$ cat config.mk
export PLATFORM = sky130hd
export DESIGN_NAME = mem_req_arbiter
export DESIGN_NICKNAME = d
export VERILOG_FILES = /design/src/rtl/mem_req_arbiter.sv
export SDC_FILE = /design/constraint.sdc
export NUM_CORES = 1
export LEC_CHECK = 0
export CORE_AREA = 2 2 131 133
export CTS_CLUSTER_DIAMETER = 60
export CTS_CLUSTER_SIZE = 20
export DETAILED_ROUTE_END_ITERATION = 12
export DIE_AREA = 0 0 133 135
export GPL_ROUTABILITY_DRIVEN = 0
export PLACE_DENSITY = 0.75
export SYNTH_ARGS = -nofsm -noshare
export SYNTH_HDL_FRONTEND = slang
export SYNTH_SLANG_ARGS = --single-unit
export TNS_END_PERCENT = 20
$ cat constraint.sdc
create_clock -name clk -period 1.5 [get_ports clk]
set_input_delay 0.225 -clock clk [delete_from_list [all_inputs] [get_ports clk]]
set_output_delay 0.225 -clock clk [all_outputs]
set_load 0.01 [all_outputs]
$ cat src/rtl/mem_req_arbiter.sv
// Two-client round-robin arbiter serialising single-word requests onto the AXI bridge port.
// Optional build macro MEM_ARB_TIMEOUT_EN aborts a stalled BUSY transaction after TIMEOUT_CYCLES.
module mem_req_arbiter #(
    parameter int ADDR_W         = 32,
    parameter int DATA_W         = 32,
    parameter int TIMEOUT_CYCLES = 1024
) (
    input  logic              clk,
    input  logic              rst,
    input  logic              c0_req_i,
    input  logic              c0_we_i,
    input  logic [ADDR_W-1:0] c0_addr_i,
    input  logic [DATA_W-1:0] c0_wdata_i,
    output logic [DATA_W-1:0] c0_rdata_o,
    output logic              c0_ready_o,
    output logic              c0_err_o,
    input  logic              c1_req_i,
    input  logic              c1_we_i,
    input  logic [ADDR_W-1:0] c1_addr_i,
    input  logic [DATA_W-1:0] c1_wdata_i,
    output logic [DATA_W-1:0] c1_rdata_o,
    output logic              c1_ready_o,
    output logic              c1_err_o,
    output logic              mem_ce_o,
    output logic              mem_we_o,
    output logic [ADDR_W-1:0] mem_addr_o,
    output logic [DATA_W-1:0] mem_data_o,
    input  logic [DATA_W-1:0] mem_data_i,
    input  logic              mem_ready_i
);

    typedef enum logic [1:0] {
        IDLE,
        BUSY,
        DONE
    } state_t;

    state_t state;
    logic   last_grant;
    logic   grant;
    logic   any_req;
    logic   pick;

`ifdef MEM_ARB_TIMEOUT_EN
    localparam int CNT_W = $clog2(TIMEOUT_CYCLES + 1);
    localparam logic [CNT_W-1:0] CNT_LAST = CNT_W'(TIMEOUT_CYCLES - 1);

    logic [CNT_W-1:0] busy_cnt;
    logic             c0_err_q;
    logic             c1_err_q;

    assign c0_err_o = c0_err_q;
    assign c1_err_o = c1_err_q;
`else
    assign c0_err_o = 1'b0;
    assign c1_err_o = 1'b0;
`endif

    // On a tie the client that did not win last time goes next.
    always_comb begin
        any_req = c0_req_i | c1_req_i;
        if (c0_req_i && c1_req_i) begin
            pick = ~last_grant;
        end else begin
            pick = c1_req_i;
        end
    end

    always_ff @(posedge clk) begin
        if (!rst) begin
            state      <= IDLE;
            last_grant <= 1'b1;
            grant      <= 1'b0;
            mem_ce_o   <= 1'b0;
            mem_we_o   <= 1'b0;
            mem_addr_o <= '0;
            mem_data_o <= '0;
            c0_rdata_o <= '0;
            c1_rdata_o <= '0;
            c0_ready_o <= 1'b0;
            c1_ready_o <= 1'b0;
`ifdef MEM_ARB_TIMEOUT_EN
            busy_cnt   <= '0;
            c0_err_q   <= 1'b0;
            c1_err_q   <= 1'b0;
`endif
        end else begin
            case (state)
                IDLE: begin
                    if (any_req) begin
                        grant      <= pick;
                        mem_ce_o   <= 1'b1;
                        mem_we_o   <= pick ? c1_we_i : c0_we_i;
                        mem_addr_o <= pick ? c1_addr_i : c0_addr_i;
                        mem_data_o <= pick ? c1_wdata_i : c0_wdata_i;
`ifdef MEM_ARB_TIMEOUT_EN
                        busy_cnt   <= '0;
`endif
                        state      <= BUSY;
                    end
                end

                BUSY: begin
                    // A bridge completion in the timeout cycle still counts as a normal finish.
                    if (mem_ready_i) begin
                        if (!mem_we_o) begin
                            if (grant) begin
                                c1_rdata_o <= mem_data_i;
                            end else begin
                                c0_rdata_o <= mem_data_i;
                            end
                        end
                        mem_ce_o   <= 1'b0;
                        mem_we_o   <= 1'b0;
                        mem_addr_o <= '0;
                        mem_data_o <= '0;
                        c0_ready_o <= ~grant;
                        c1_ready_o <= grant;
                        state      <= DONE;
                    end
`ifdef MEM_ARB_TIMEOUT_EN
                    else if (busy_cnt == CNT_LAST) begin
                        if (grant) begin
                            c1_rdata_o <= '0;
                            c1_err_q   <= 1'b1;
                        end else begin
                            c0_rdata_o <= '0;
                            c0_err_q   <= 1'b1;
                        end
                        mem_ce_o   <= 1'b0;
                        mem_we_o   <= 1'b0;
                        mem_addr_o <= '0;
                        mem_data_o <= '0;
                        c0_ready_o <= ~grant;
                        c1_ready_o <= grant;
                        state      <= DONE;
                    end else begin
                        busy_cnt <= busy_cnt + 1'b1;
                    end
`endif
                end

                DONE: begin
                    c0_ready_o <= 1'b0;
                    c1_ready_o <= 1'b0;
`ifdef MEM_ARB_TIMEOUT_EN
                    c0_err_q   <= 1'b0;
                    c1_err_q   <= 1'b0;
`endif
                    last_grant <= grant;
                    state      <= IDLE;
                end

                default: begin
                    state <= IDLE;
                end
            endcase
        end
    end

endmodule

# Yosys cells after proc, flatten, opt, wreduce, memory -nomap -nowiden
# Index checks and enable logic that the tools add are counted.
[totals] regBits=136 latchBits=0 ram_bits=0 rom_bits=0 inputBits=167 word_cells=50 memories=0
[classes] addsub=0 multipliers=0 div_mod_pow=0 magnitude_cmp=0 n_eq_ne=4 n_shift=0 muxes=21 bitwise=4 n_reduce_logical=10
[ops] cell="$mux W32" n=5
[ops] cell="$pmux W32 S2" n=2
[ops] cell="$pmux W1 S2" n=4
[ops] cell="$reduce_and A4 Y1" n=2
[ops] cell="$mux W1" n=7
[ops] cell="$reduce_and A2 Y1" n=3
[ops] cell="$mux W2" n=2
[ops] cell="$ne A2 B2 Y1 const B" n=2
[ops] cell="$pmux W2 S2" n=1
[ops] cell="$reduce_bool A2 Y1" n=2
[ops] cell="$not A1 Y1" n=3
[ops] cell="$reduce_and A3 Y1" n=1
[ops] cell="$eq A2 B1 Y1 const B" n=1
[ops] cell="$eq A2 B2 Y1 const B" n=1
[ops] cell="$logic_not A2 Y1" n=1
[ops] cell="$logic_and A1 B1 Y1" n=1
[ops] cell="$or A1 B1 Y1" n=1

# Logic depth before layout (Yosys ltp)
[logic_depth] ltp_word=5 depth_mapped=6 depth_no_buf=3

# Worst setup path after synthesis
# No wires, ideal clock.
[synth_path] path_kind="register to register" startpoint="register state[0]" endpoint="register mem_addr_o[0]" setup_ns=0.120 arrival_ns=1.211 setup_slack_ns=0.169 stages_incl_launch_ff=7 path_buffers=3 path_cell_list="dfxtp_1 buf_4 nor2b_1 o31a_1 buf_4 buf_6 o2bb2ai_1"
[synth_via] elab_chain_cells=3 word_cells_on_any_way=7 cone_classes="eq/ne: 3; mux: 1; reduce/logical: 3"
[synth_lines] element="start, declared" line="38" text="state_t state;"
[synth_lines] element="start signal, assigned" line="71" text="state <= IDLE;"
[synth_lines] element="start signal, assigned" line="99" text="state <= BUSY;"
[synth_lines] element="start signal, assigned" line="119" text="state <= DONE;"
[synth_lines] element="$eq A2 B1 Y1 / $logic_not A2 Y1 (equally long branches)" line="88" text="case (state)"
[synth_lines] element="$ne A2 B2 Y1 (no source line) / $reduce_bool A2 Y1 (equally long branches)"
[synth_lines] element="$reduce_and A3 Y1 (no source line)"
[synth_lines] element="end signal, assigned" line="94" text="mem_addr_o <= pick ? c1_addr_i : c0_addr_i;"
[synth_lines] element="end, declared" line="26" text="output logic [ADDR_W-1:0] mem_addr_o,"
# Several ways; a longest one is shown, not always the timed one.
# A chain may end at the register's enable or synchronous reset.

# Worst setup path after layout
[layout_path] startpoint="register mem_we_o" endpoint="output port mem_we_o"
[layout_lines] element="start, declared" line="25" text="output logic mem_we_o,"
[layout_lines] element="start signal, assigned" line="93" text="mem_we_o <= pick ? c1_we_i : c0_we_i;"
# No word-level cell between the ends.

==> reports/qor.txt <==
Worst hold path class - in -> reg
Ys flop type - dfxtp_1
Fmax - 705 MHz
Final HPWL DP - 14,100 µm
Synthesized area - 0.00570 mm²
H-tree depth - 4
Crit path to - mem_we_o
Most common cell after layout, fill and taps aside - clkdlybuf4s50_1
Fin crit period - 1.42 ns
Avg WL per Cell - 18.1 µm
Drt pass-1 iters - 5
Nets - 1,078
Synth Area per Inst - 8.87 µm²
Sequential area share after synthesis - 0.478
Root Driver - clkbuf_16
# clock sinks - 136
Crit path arrival time - 1.19 ns
Gr ovfl total - 0
Via Count - 6,154
DRT iter0 DRCs - 412
Critical path, cell by cell - dlygate4sd2_1
Core ar. - 0.0164 mm²
Post-route ant nets - 0
Layout Cells excl Fill - 1,144
GRT Overall Usage - 0.221
Initial Utilization - 0.348
Crit path depth - 1
Largest net degree at the start of global routing - 66
Placed insts - 1,112
Most frequent cells in the layout - clkdlybuf4s50_1, dfxtp_1, dlygate4sd2_1, o21ai_0, a21oi_1
Switch share - 0.257
Int Pwr - 7.58 mW
Startpoint types - register
PwrDens - 1080 mW/mm²
Initial antenna violation count - 0
Clock Latency Late Sink - 0.42 ns
Crit Reg-Reg Startpoint - state[0]$_SDFFE_PN0P_
Period utilization - 0.945
Via density - 5.38
Ys async rst share - 0
Final Max Slew Viols - 0
Cell variety after synth - 33
Crit Path Max Fanout - 4
P_sw - 2.63 mW
CTS tree - built
Die ar. - 0.0180 mm²
CTS Hold Bufs - 0
CTS Buf Count - 17
Setup Total Neg Slack - 0 ns
Power Total - 10.2 mW
Worst path required time - 1.27 ns
Synth warnings - 0
Skew final - 0.0151 ns
CTS clk-pin slew, worst paths - 0.06 ns
Max-Cap Viols - 0
Setup Viol. Count Final - 0
Die height - 135 µm
Crit Reg-Reg Endpoint - mem_data_o[25]$_SDFFE_PN0P_
Die width - 133 µm
R2R Setup Slk - 0.11 ns
Share of layout cells above drive strength 1 - 0.0812
Delay-heaviest family, CP - flip-flops
R2R depth - 4
Floorplan row count - 47
Synthesis-to-finish area growth - 65.9%
Io pins - 301
WS Path Type - reg -> out
Diodes inserted - 0
Logic pwr share - 0.168
Pleak - 3.92 nW
Max incr delay on CP - 0.41 ns
Final hold vios - 0
Fin util - 0.577
Seq cells post-synth - 136
Global-route wire length before repair - 31,500 µm
Sequential Power Share - 0.386
CTS Buffer Depth - 2
Slowest cell on crit path - dfxtp_1
Crit. Startpoint - mem_we_o$_SDFFE_PN0P_
Status - finished clean
DRT Wirelength - 20,700 µm
VDD IR max - 0.747 mV
Clock network fraction of total power - 0.446
Unrepaired setup endpoints after global routing - false
Post-route DRC - 0
Post-synth EDFFs - 0
Crit path buffers/inverters - 1
PortBufs - 298
Synthesized instance count - 643
Vias in the first global route - 5,845
Critical Path End Type - output port
[layout make-up]
cell class              instances  area [µm²]
flip-flops and latches        136        2730
inverters                       3        11.3
multi-input cells             423        2590
clock buffers                  20         447
repair buffers                330        3220
fillers                      1501        6950
clock inverters                12         188
well taps                     220         275
[per-stage QoR]
step | instance area, µm² | setup slack, ns | hold slack (ns)
detailed placement | 8990 | -0.171 | 0.445
finish | 9460 | 0.0819 | 0.208
floorplan | 5710 | 0.169 | 0.314
CTS | 9460 | 0.0107 | 0.181
global route | 9460 | 0.0348 | 0.238
global placement | 8990 | -0.132 | 0.444
[cells by family after synthesis]
family | share of synthesized area
AOI/OAI and AO/OA | 0.370
buffers and inverters | 0.0735
DFF | 0.478
other | 0.000658
and+or+nand+nor | 0.0779
[synthesized netlist by cell type, types with 2 or more instances]
master     instances  share of area
dfxtp_1          136           0.48
o21ai_0          122           0.11
a21oi_1           69          0.061
a22oi_1           65          0.086
o2bb2ai_1         65           0.10
nand3_1           64          0.056
clkbuf_1          47          0.031
buf_2             17          0.015
buf_4             11          0.014
o21ai_1           10         0.0088
nand2_1            6         0.0039
buf_6              5         0.0099
buf_1              2         0.0013
inv_1              2         0.0013
nand2b_1           2         0.0022
nor2_1             2         0.0013
nor3_1             2         0.0018
[flip-flops by register name (all words and copies together) (netlist names), 2 cells and up]
| signal | count |
|---|---|
| c0_rdata_o | 32 |
| mem_addr_o | 32 |
| c1_rdata_o | 32 |
| state | 2 |
| mem_data_o | 32 |
[repair_timing]
item	4_1_cts	5_1_grt
endpoints found under the setup margin	132	58
gates resized for setup	132	1
endpoints found under the hold margin	0	0
buffers inserted	0	0
[worst min path at each step]
stage | startpoint | to | slack [ns] | cells after the start
floorplan | rst | last_grant$_SDFFE_PN1P_ | 0.31 | 1
global route | c0_req_i | state[0]$_SDFFE_PN0P_ | 0.24 | 3
CTS | c0_req_i | state[0]$_SDFFE_PN0P_ | 0.18 | 3
detailed placement | mem_data_o[31]$_SDFFE_PN0P_ | mem_data_o[31]$_SDFFE_PN0P_ | 0.45 | 1
finish | c0_req_i | state[0]$_SDFFE_PN0P_ | 0.21 | 3
global placement | mem_data_o[7]$_SDFFE_PN0P_ | mem_data_o[7]$_SDFFE_PN0P_ | 0.44 | 1
[per-layer routing]
| layer | up-vias | GRT usage | wire length (µm) |
|---|---|---|---|
| met1 | 2934 | 0.273 | 8770 |
| li1 | 2953 | - | - |
| met4 | 0 | 0.0645 | 341 |
| met5 | - | 0 | 0 |
| met3 | 25 | 0.0860 | 1930 |
| met2 | 242 | 0.358 | 9690 |
[power groups by stage]
| stage | Sequential [mW] | Combinational, mW | Clock (mW) |
|---|---|---|---|
| 2_1_floorplan | 4.10 | 0.639 | 0 |
| 3_3_place_gp | 4.02 | 1.84 | 0 |
| 3_5_place_dp | 4.02 | 1.85 | 0 |
| 4_1_cts | 3.94 | 1.72 | 4.65 |
| 5_1_grt | 3.96 | 1.85 | 4.79 |
| 6_report | 3.94 | 1.71 | 4.56 |
(Power assumes the default switching activity.)
==> RTL edit: new RTL, same settings <==
Change the parameter `ADDR_W` from 32 to 48.
--- a/src/rtl/mem_req_arbiter.sv
+++ b/src/rtl/mem_req_arbiter.sv
@@ -3,3 +3,3 @@
 module mem_req_arbiter #(
-    parameter int ADDR_W         = 32,
+    parameter int ADDR_W         = 48,
     parameter int DATA_W         = 32,
Ports: changed (resized c0_addr_i, c1_addr_i and mem_addr_o); port bits go from 301 to 349. The function was not compared with the original's and may differ.
==> RTL edit against the original RTL <==
Area after synthesis grew 18%; synthesized cell count is 5.3% lower; clock power decreased by 4%; power rose by 7.0%; routed wire length grew 7.9%; combinational power is 22% higher; worst setup slack lost 0.052 ns; via count is 2.7% lower; maximum frequency shrank 3.5%; sequential cell count grew 16; cell area grew 15%; critical path type is now in2reg; largest cell class unchanged; largest power group is now sequential cells.
==> RTL edit: results (changes against the original RTL) <==
| Metric | Value |
|---|---|
| Total number of vias | 5987 (-2.7%) |
| Synth Area in Compound Gates | 29.0% (-8.0 points) |
| Non-clk buf share | 34.3% (+0.18 points) |
| DRT iter0 DRCs | 252 (-39%) |
| Synth area leaders | dfxtp_1 (45%), o2bb2ai_2 (18%), mux2i_1 (12%), a21oi_1 (5.1%), o21ai_0 (5.0%) |
| Fill count | 1337 (-11%) |
| Vias in the first global route | 5897 (+0.89%) |
| Mux cell area share after synthesis | 12.1% (+12 points) |
| First-pass GRT wire length | 33400 um (+5.8%) |
| Storage cell area | 3050 um2 (+12%) |
| Dpl cells | 1148 (+3.2%) |
| Synth unique cells | 35 (+6.1%) |
| Post-route insts no fill | 1179 (+3.1%) |
| Leak Pwr | 4.58 nW (+17%) |
| Cell family with most CP delay | buffers and inverters |
| Largest stage delay on the critical path | 0.52 ns (+0.11 ns) |
| Initial antenna violation count | 2 (+2) |
| DRT Pass-1 Iters | 4 (-1) |
| Internal power | 8.11 mW (+6.9%) |
| Power Clock | 4.39 mW (-4%) |
| Total GRT Usage | 24.0% (+1.9 points) |
| Status | finished, final reports clean |
| Layout Nets | 1146 (+6.3%) |
| #FFs+latches synth | 152 (+12%) |
| VDD IR-drop max | 0.691 mV (-7.5%) |
| Dpl ws | -0.404 ns (-0.232 ns) |
| Worst-path fanout max | 28 (+24) |
| Number of port buffers | 346 (+16%) |
| Post-placement cell area | 10500 um2 (+17%) |
| Average size of a mapped cell | 11.0 um2 (+24%) |
| Clk_skew | 0.00797 ns (-0.00713 ns) |
| HPWL Detailed | 16600 um (+18%) |
| Arr. time, crit path | 1.77 ns (+0.58 ns) |
| Flop pwr share | 40.7% (+2.1 points) |
| Pwr Density | 1000 nW/um2 (-7.3%) |
| Power Total | 10.9 mW (+7.0%) |
[RTL edit: cell types whose count changed after synthesis, sizes merged, moves of 2 or more]
cell / delta
nand2: -2
dfxtp: +16
mux2i: +81
o2bb2ai: +16
o21ai: -65
clkbuf: -23
buf: +7
a22oi: -65
[RTL edit: final timing paths]
check                           cells past startpoint            from             end  slack (ns)
worst max-delay path                                6        c1_req_i  mem_addr_o[42]        0.03
worst min-delay path                                3  mem_data_i[28]  c1_rdata_o[28]        0.39
worst max register to register                      5      last_grant  mem_addr_o[42]        0.08
worst min register to register                      1  mem_data_o[31]  mem_data_o[31]        0.46
[RTL edit: repair_timing]
| item | in CTS | in global routing |
|---|---|---|
| gates resized for setup | 148 | 6 |
| pin swaps | 0 | 0 |
| setup endpoints to repair | 148 | 18 |
| endpoints found under the hold margin | 0 | 0 |
[RTL edit: routing by layer]
metal	up-vias	GRT usage [%]	routed length [um]
met1	2770	26.9	8900
met5	-	0	27
met2	232	41.2	10900
met3	36	9.31	1980
met4	4	9.20	566
li1	2945	-	-
